`config.mk`:
```
export PLATFORM = sky130hd
export DESIGN_NAME = cordic_ci_master
export DESIGN_NICKNAME = d
export VERILOG_FILES = /design/src/rtl/cordic_ci_pkg.sv /design/src/rtl/cordic_ci_master.sv
export SDC_FILE = /design/constraint.sdc
export NUM_CORES = 1
export LEC_CHECK = 0
export CORE_ASPECT_RATIO = 0.6
export CORE_MARGIN = 1.5
export CORE_UTILIZATION = 42
export DETAILED_ROUTE_END_ITERATION = 8
export PLACE_DENSITY = 0.81
export SLEW_MARGIN = 0
export SYNTH_ARGS = -nofsm -noshare
export SYNTH_HDL_FRONTEND = slang
export SYNTH_SLANG_ARGS = --single-unit
export TNS_END_PERCENT = 5
```
`constraint.sdc`:
```
create_clock -name clock -period 1.94 [get_ports clock]
set_input_delay 0.485 -clock clock [delete_from_list [all_inputs] [get_ports clock]]
set_output_delay 0.485 -clock clock [all_outputs]
set_load 0.01 [all_outputs]
```
`src/rtl/cordic_ci_pkg.sv`:
```
// rtl/cordic_ci_pkg.sv - shared constants and state encoding for the CI issue master
// Purpose : FSM state type, default operand width, abort value and counter width
//           used by cordic_ci_master.
package cordic_ci_pkg;

  localparam int          DATA_W_DEF   = 32;
  localparam int          TXN_W        = 16;
  localparam logic [31:0] QNAN_VALUE   = 32'h7FC0_0000;

  typedef enum logic [1:0] {
    ST_IDLE  = 2'd0,
    ST_ISSUE = 2'd1,
    ST_WAIT  = 2'd2,
    ST_RESP  = 2'd3
  } state_e;

endpackage

```
`src/rtl/cordic_ci_master.sv`:
```
// rtl/cordic_ci_master.sv - multicycle custom-instruction initiator fed from a valid/ready stream
// Purpose : takes one float operand at a time from the input stream, issues it to a
//           start/done CI slave, and returns the slave result on the response stream.
// Config  : CI_TIMEOUT_EN - when defined, WAIT is bounded by TIMEOUT_CYCLES and an
//           expired wait returns ERR_VALUE with out_err=1 and pulses ci_aclr.
// Ports   : clock, aclr_n          - clock, asynchronous active-low reset
//           en                     - global enable, freezes the whole block when 0
//           in_valid/in_ready/in_data     - operand stream
//           ci_clk_en/ci_aclr/ci_start/ci_dataa/ci_done/ci_result - slave interface
//           out_valid/out_ready/out_data/out_err - response stream
//           txn_count              - completed responses, wrapping
module cordic_ci_master
  import cordic_ci_pkg::*;
#(
  parameter int DATA_W = DATA_W_DEF
`ifdef CI_TIMEOUT_EN
  , parameter int                TIMEOUT_CYCLES = 64
  , parameter logic [DATA_W-1:0] ERR_VALUE      = DATA_W'(QNAN_VALUE)
`endif
) (
  input  logic              clock,
  input  logic              aclr_n,
  input  logic              en,
  input  logic              in_valid,
  output logic              in_ready,
  input  logic [DATA_W-1:0] in_data,
  output logic              ci_clk_en,
  output logic              ci_aclr,
  output logic              ci_start,
  output logic [DATA_W-1:0] ci_dataa,
  input  logic              ci_done,
  input  logic [DATA_W-1:0] ci_result,
  output logic              out_valid,
  input  logic              out_ready,
  output logic [DATA_W-1:0] out_data,
  output logic              out_err,
  output logic [TXN_W-1:0]  txn_count
);

  state_e             state_q, state_d;
  logic [DATA_W-1:0]  dataa_q, dataa_d;
  logic [DATA_W-1:0]  res_q, res_d;
  logic               err_q, err_d;
  logic               aclr_q, aclr_d;
  logic [TXN_W-1:0]   txn_q, txn_d;

`ifdef CI_TIMEOUT_EN
  localparam int TO_W = $clog2(TIMEOUT_CYCLES + 1);
  logic [TO_W-1:0] to_cnt_q, to_cnt_d;
`endif

  always_comb begin
    state_d   = state_q;
    dataa_d   = dataa_q;
    res_d     = res_q;
    err_d     = err_q;
    aclr_d    = 1'b0;
    txn_d     = txn_q;
    in_ready  = 1'b0;
    ci_start  = 1'b0;
    out_valid = 1'b0;
`ifdef CI_TIMEOUT_EN
    to_cnt_d  = to_cnt_q;
`endif
    if (en) begin
      unique case (state_q)
        ST_IDLE: begin
          // Hold off while the slave is still being cleared.
          in_ready = ~aclr_q;
          if (in_valid && !aclr_q) begin
            dataa_d = in_data;
            state_d = ST_ISSUE;
          end
        end
        ST_ISSUE: begin
          ci_start = 1'b1;
          state_d  = ST_WAIT;
`ifdef CI_TIMEOUT_EN
          to_cnt_d = '0;
`endif
        end
        ST_WAIT: begin
          // done takes priority over an expiring timeout in the same cycle.
          if (ci_done) begin
            res_d   = ci_result;
            err_d   = 1'b0;
            state_d = ST_RESP;
          end
`ifdef CI_TIMEOUT_EN
          else if (to_cnt_q == TO_W'(TIMEOUT_CYCLES - 1)) begin
            res_d   = ERR_VALUE;
            err_d   = 1'b1;
            aclr_d  = 1'b1;
            state_d = ST_RESP;
          end else begin
            to_cnt_d = to_cnt_q + 1'b1;
          end
`endif
        end
        ST_RESP: begin
          out_valid = 1'b1;
          if (out_ready) begin
            txn_d   = txn_q + 1'b1;
            state_d = ST_IDLE;
          end
        end
        default: state_d = ST_IDLE;
      endcase
    end
  end

  always_ff @(posedge clock or negedge aclr_n) begin
    if (!aclr_n) begin
      state_q <= ST_IDLE;
      dataa_q <= '0;
      res_q   <= '0;
      err_q   <= 1'b0;
      aclr_q  <= 1'b1;  // keeps the slave cleared for one cycle past release
      txn_q   <= '0;
    end else begin
      state_q <= state_d;
      dataa_q <= dataa_d;
      res_q   <= res_d;
      err_q   <= err_d;
      aclr_q  <= aclr_d;
      txn_q   <= txn_d;
    end
  end

`ifdef CI_TIMEOUT_EN
  always_ff @(posedge clock or negedge aclr_n) begin
    if (!aclr_n) to_cnt_q <= '0;
    else         to_cnt_q <= to_cnt_d;
  end
  assign out_err = err_q;
`else
  logic unused_err;
  assign unused_err = err_q;
  assign out_err    = 1'b0;
`endif

  assign ci_clk_en = en;
  assign ci_aclr   = aclr_q;
  assign ci_dataa  = dataa_q;
  assign out_data  = res_q;
  assign txn_count = txn_q;

endmodule

```
Yosys cells after proc, flatten, opt, wreduce, memory -nomap -nowiden. Index checks and enable logic that the tools add are counted.

Add/sub/neg operators: 1. Equal/unequal tests: 6. Multiplexer cells: 10. Bitwise operators: 1. Reductions and logical operators: 7.

Operators by type and width (number): $add 16x1->16 const B (1); $reduce_and 3->1 (3); $pmux 2 s4 (1); $mux 1 (6); $mux 2 (3); $ne 2x2->1 const B (3); $eq 2x2->1 const B (2); $reduce_and 4->1 (1); $eq 2x1->1 const B (1); $logic_not 2->1 (1); $logic_and 1x1->1 (1); $logic_not 1->1 (1); $not 1->1 (1).

Register bits: 83. Input port bits: 70. Output and inout port bits: 86. Word-level logic and storage cells: 30.

Depth between registers and ports, before layout.
Depth in word-level cells: 4. Mapped depth: 6. Mapped depth without buffers: 6.

Worst setup path before layout. Ideal clock, no wire load.

Path type: flip-flop to flip-flop. Start: register state_q[0]. End: register dataa_q[0] (netlist: ci_dataa[0]). Library setup time: 0.125 ns. Arrival: 1.454 ns. Data required time: 1.815 ns. Slack: 0.361 ns. Stages on the path, launching flop included: 7. Buffers on the path: 1. Clock period less this slack: 1.579 ns. Cell sequence: dfrtp_1 > inv_1 > ha_1 > and3b_2 > nand2_4 > buf_6 > mux2_4.

Longest elaborated chain between the ends: 2.

Ends and longest elaborated chain: start: declaration (line cordic_ci_master.sv:40) `state_e state_q, state_d;`; start signal: assignment (line cordic_ci_master.sv:121) `state_q <= state_d;`; $logic_not 2->1 (line cordic_ci_master.sv:66) `unique case (state_q)`; $reduce_and 3->1 (no source line); end signal: assignment (line cordic_ci_master.sv:122) `dataa_q <= dataa_d;`; end: declaration (line cordic_ci_master.sv:41) `logic [DATA_W-1:0] dataa_q, dataa_d;`.

Every way passes these cells. A chain may end at the register's enable or synchronous reset.

Worst setup path after layout.
Start: register aclr_q (netlist: ci_aclr). End: output port ci_aclr.

RTL lines: start: declaration (line cordic_ci_master.sv:44) `logic aclr_q, aclr_d;`; start signal: assignment (line cordic_ci_master.sv:125) `aclr_q <= aclr_d;`; end: declaration (line cordic_ci_master.sv:28) `output logic ci_aclr,`.

No word-level cell between the ends.

==> insert_results.sql <==
INSERT INTO impl_metrics (metric_group, metric, value, unit) VALUES
('setup_path', 'worstPathRequired', '1450', 'ps'),
('route', 'drt_iter0_markers', '72', ''),
('place', 'globalplace.congestion', '0.7634', ''),
('setup_path', 'reg2reg_setup_slack', '200', 'ps'),
('clocking', 'clkSinkCount', '83', ''),
('setup_path', 'worstPathCellList', 'clkdlybuf4s50_1', ''),
('synthesis', 'synth_xor_area_share', '3.776', '%'),
('route', 'viasPerCell', '4.641', ''),
('synthesis', 'synth_top_family_by_area', 'multiplexers', ''),
('route', 'ant_nets', '0', ''),
('clocking', 'cts.clk_slew.worst_paths', '60', 'ps'),
('synthesis', 'synth_flop_cell', 'sky130_fd_sc_hd__dfrtp_1', ''),
('setup_path', 'critical_path.n_buffers_inverters', '1', ''),
('sta', 'max_clock_freq', '0.5331', 'GHz'),
('synthesis', 'yosysUniqueCellTypes', '30', ''),
('synthesis', 'synth_seq_cells', '83', ''),
('power_and_ir_drop', 'peakVddDrop', '996.3', 'uV'),
('clocking', 'cts-root-to-sink-buffers', '2', ''),
('power_and_ir_drop', 'flop_pwr_share', '37.9', '%'),
('worst_hold_path', 'worst_hold_path_type', 'primary input to async pin', ''),
('setup_path', 'cp-start-kind', 'flop', ''),
('clocking', 'root_buffer', 'sky130_fd_sc_hd__clkbuf_16', ''),
('synthesis', 'post_synthesis_simple_gate_area_fraction', '6.724', '%'),
('power_and_ir_drop', 'power_frac_comb', '42.0', '%'),
('route', 'wire_per_inst', '15.92', 'um'),
('clocking', 'cts_max_level', '3', ''),
('global_route', 'grt_pass1_wl', '12870', 'um'),
('setup_path', 'slowest_stage', 'sky130_fd_sc_hd__dfstp_2', ''),
('setup_path', 'cp_max_fo', '3', ''),
('setup_path', 'worst_setup_path_end_kind', 'output port', ''),
('place', 'port-buffer-count', '154', ''),
('sta', 'final_min_period_over_clock_period', '96.69', '%'),
('route', 'detail_route.drc_violations', '0', ''),
('synthesis', 'synth_enable_flop_cells', '0', ''),
('power_and_ir_drop', 'power_density', '1396', 'nW/um^2'),
('synthesis', 'share_of_cell_area_taken_by_muxes_after_synthesis', '24.60', '%'),
('run_status', 'status', 'complete, no violations', ''),
('synthesis', 'synthesis.yosys.warnings', '0', ''),
('final_layout', 'final_nets', '461', ''),
('setup_path', 'criticalPathCategory', 'flop to output port', ''),
('final_layout', 'area_growth_syn_to_layout', '58.07', '%'),
('setup_path', 'worst-r2r-cell-count', '7', ''),
('synthesis', 'synthArstFlopShare', '100.0', '%'),
('sta', 'finClkSkew', '2.906', 'ps'),
('power_and_ir_drop', 'internal-power', '0.005550', 'W'),
('sta', 'final_period_minus_worst_setup_slack', '1876', 'ps'),
('floorplanning', 'starting_density_of_the_core', '43.80', '%'),
('synthesis', 'synthMostInstantiatedCell', 'sky130_fd_sc_hd__dfrtp_1', ''),
('floorplanning', 'fp.dieW', '120.5', 'um'),
('sta', 'finalSetupViolations', '0', ''),
('sta', 'hold_viol_final', '0', ''),
('clocking', 'post-cts-setup-buffers', '0', ''),
('clocking', 'clock_insertion_delay_worst_skew', '320', 'ps'),
('setup_path', 'timing.critical_path.max_delay_family', 'flip-flops', ''),
('job', 'max-cap-violations', '0', ''),
('route', 'final_wl', '7943', 'um'),
('final_layout', 'drive_gt1_share', '27.37', '%'),
('synthesis', 'synth_largest_area_cell', 'sky130_fd_sc_hd__dfrtp_1', ''),
('setup_path', 'critPathMaxStageDelay', '540', 'ps'),
('floorplanning', 'top_level_port_count', '156', ''),
('final_layout', 'antenna-diode-count', '0', ''),
('synthesis', 'post_synth_main_area_contributors', 'sky130_fd_sc_hd__dfrtp_1 59%, sky130_fd_sc_hd__mux2_4 13%, sky130_fd_sc_hd__mux2_2 12%', ''),
('synthesis', 'synth_sequential_area_ratio', '59.73', '%'),
('synthesis', 'synth-compound-area-share', '0.6832', '%'),
('final_layout', 'utilization', '69.23', '%'),
('power_and_ir_drop', 'sw_share', '27.73', '%'),
('synthesis', 'synth_largest_type_area_fraction', '58.97', '%'),
('route', 'dr_total_vias', '2316', ''),
('power_and_ir_drop', 'power.share.clock', '20.1', '%'),
('power_and_ir_drop', 'power_switching', '0.002130', 'W'),
('floorplanning', 'design.die.area', '8858', 'um^2');
[metrics by stage]
step                      total power (W)  setup WS (ps)  cell area, um^2  hold WS [ps]  cells
after floorplan                  0.004277          361.1             3483         189.4    220
after global placement           0.006091         -337.7             5224         459.8    483
after detailed placement         0.006193         -399.0             5224         464.1    483
after CTS                        0.007792          40.55             5495         111.2    499
after global routing             0.008135          10.38             5500         125.0    499
final                            0.007680          64.16             5500         106.4    499
[repair_timing]
action,4_1_cts,5_1_grt
hold buffers,0,0
endpoints found under the setup margin,4,3
gates cloned,0,0
endpoints found under the hold margin,0,0
gates resized for setup,10,4
pin swaps,0,0
[worst max path at each step]
| stage | endpoint | from | cells past startpoint | slack (ps) |
|---|---|---|---|---|
| floorplan | ci_dataa[0] | state_q[0] | 6 | 360 |
| global placement | in_ready | en | 3 | -340 |
| detailed placement | in_ready | en | 3 | -400 |
| CTS | ci_aclr | ci_aclr | 1 | 40 |
| global route | ci_aclr | ci_aclr | 1 | 10 |
| finish | ci_aclr | ci_aclr | 1 | 60 |
[final cells by class]
class	instances	area (um^2)
Inverter	7	26.28
Timing Repair Buffer	163	1664
Clock inverter	3	15.01
Tap cell	108	135.1
Clock buffer	13	260.3
Sequential cell	83	2079
Fill cell	575	2445
Multi-Input combinational cell	122	1320
[power by group through the flow]
stage,Combinational [W],Clock (W),Sequential [W]
floorplan,0.00106,0,0.00322
global placement,0.00320,0,0.00289
detailed placement,0.00327,0,0.00293
CTS,0.00328,0.00160,0.00291
global route,0.00344,0.00168,0.00301
finish,0.00323,0.00154,0.00291
[placed cells by master, fill, tap and decap left out, types with 3 or more instances in the layout]
cell type and count:
sky130_fd_sc_hd__xnor2_1 6, sky130_fd_sc_hd__nand4_1 3, sky130_fd_sc_hd__nor3_2 4, sky130_fd_sc_hd__inv_1 5, sky130_fd_sc_hd__buf_12 5, sky130_fd_sc_hd__and2_1 3, sky130_fd_sc_hd__nand3_1 3, sky130_fd_sc_hd__buf_4 5
sky130_fd_sc_hd__dfrtp_1 81, sky130_fd_sc_hd__clkdlybuf4s50_1 148, sky130_fd_sc_hd__mux2_4 30, sky130_fd_sc_hd__clkinv_2 3, sky130_fd_sc_hd__clkbuf_16 9, sky130_fd_sc_hd__mux2_2 36, sky130_fd_sc_hd__nand2_1 5, sky130_fd_sc_hd__ha_1 3
sky130_fd_sc_hd__xor2_1 9, sky130_fd_sc_hd__nor2_1 3
[flip-flops by register name (all words and copies together), names as in the netlist]
signal	cells
state_q	2
out_data	32
txn_count	16
ci_dataa	32
ci_aclr	1
[metal layers]
metal | track usage [%] | wire length [um] | vias to the layer above
li1 | - | - | 1091
met1 | 24.47 | 3475 | 1132
met2 | 31.19 | 3828 | 86
met3 | 7.065 | 558 | 7
met4 | 6.144 | 80 | 0
met5 | 0 | 0 | -
[logic make-up after synthesis]
kind of cell | count (synthesis)
AND/OR/NAND/NOR | 31
multiplexers | 66
flip-flops | 83
other | 1
AO/OA/AOI/OAI | 3
XOR/XNOR | 15
buffers and inverters | 15
adder cells (fa/ha/maj) | 5
(Power assumes the default switching activity.)
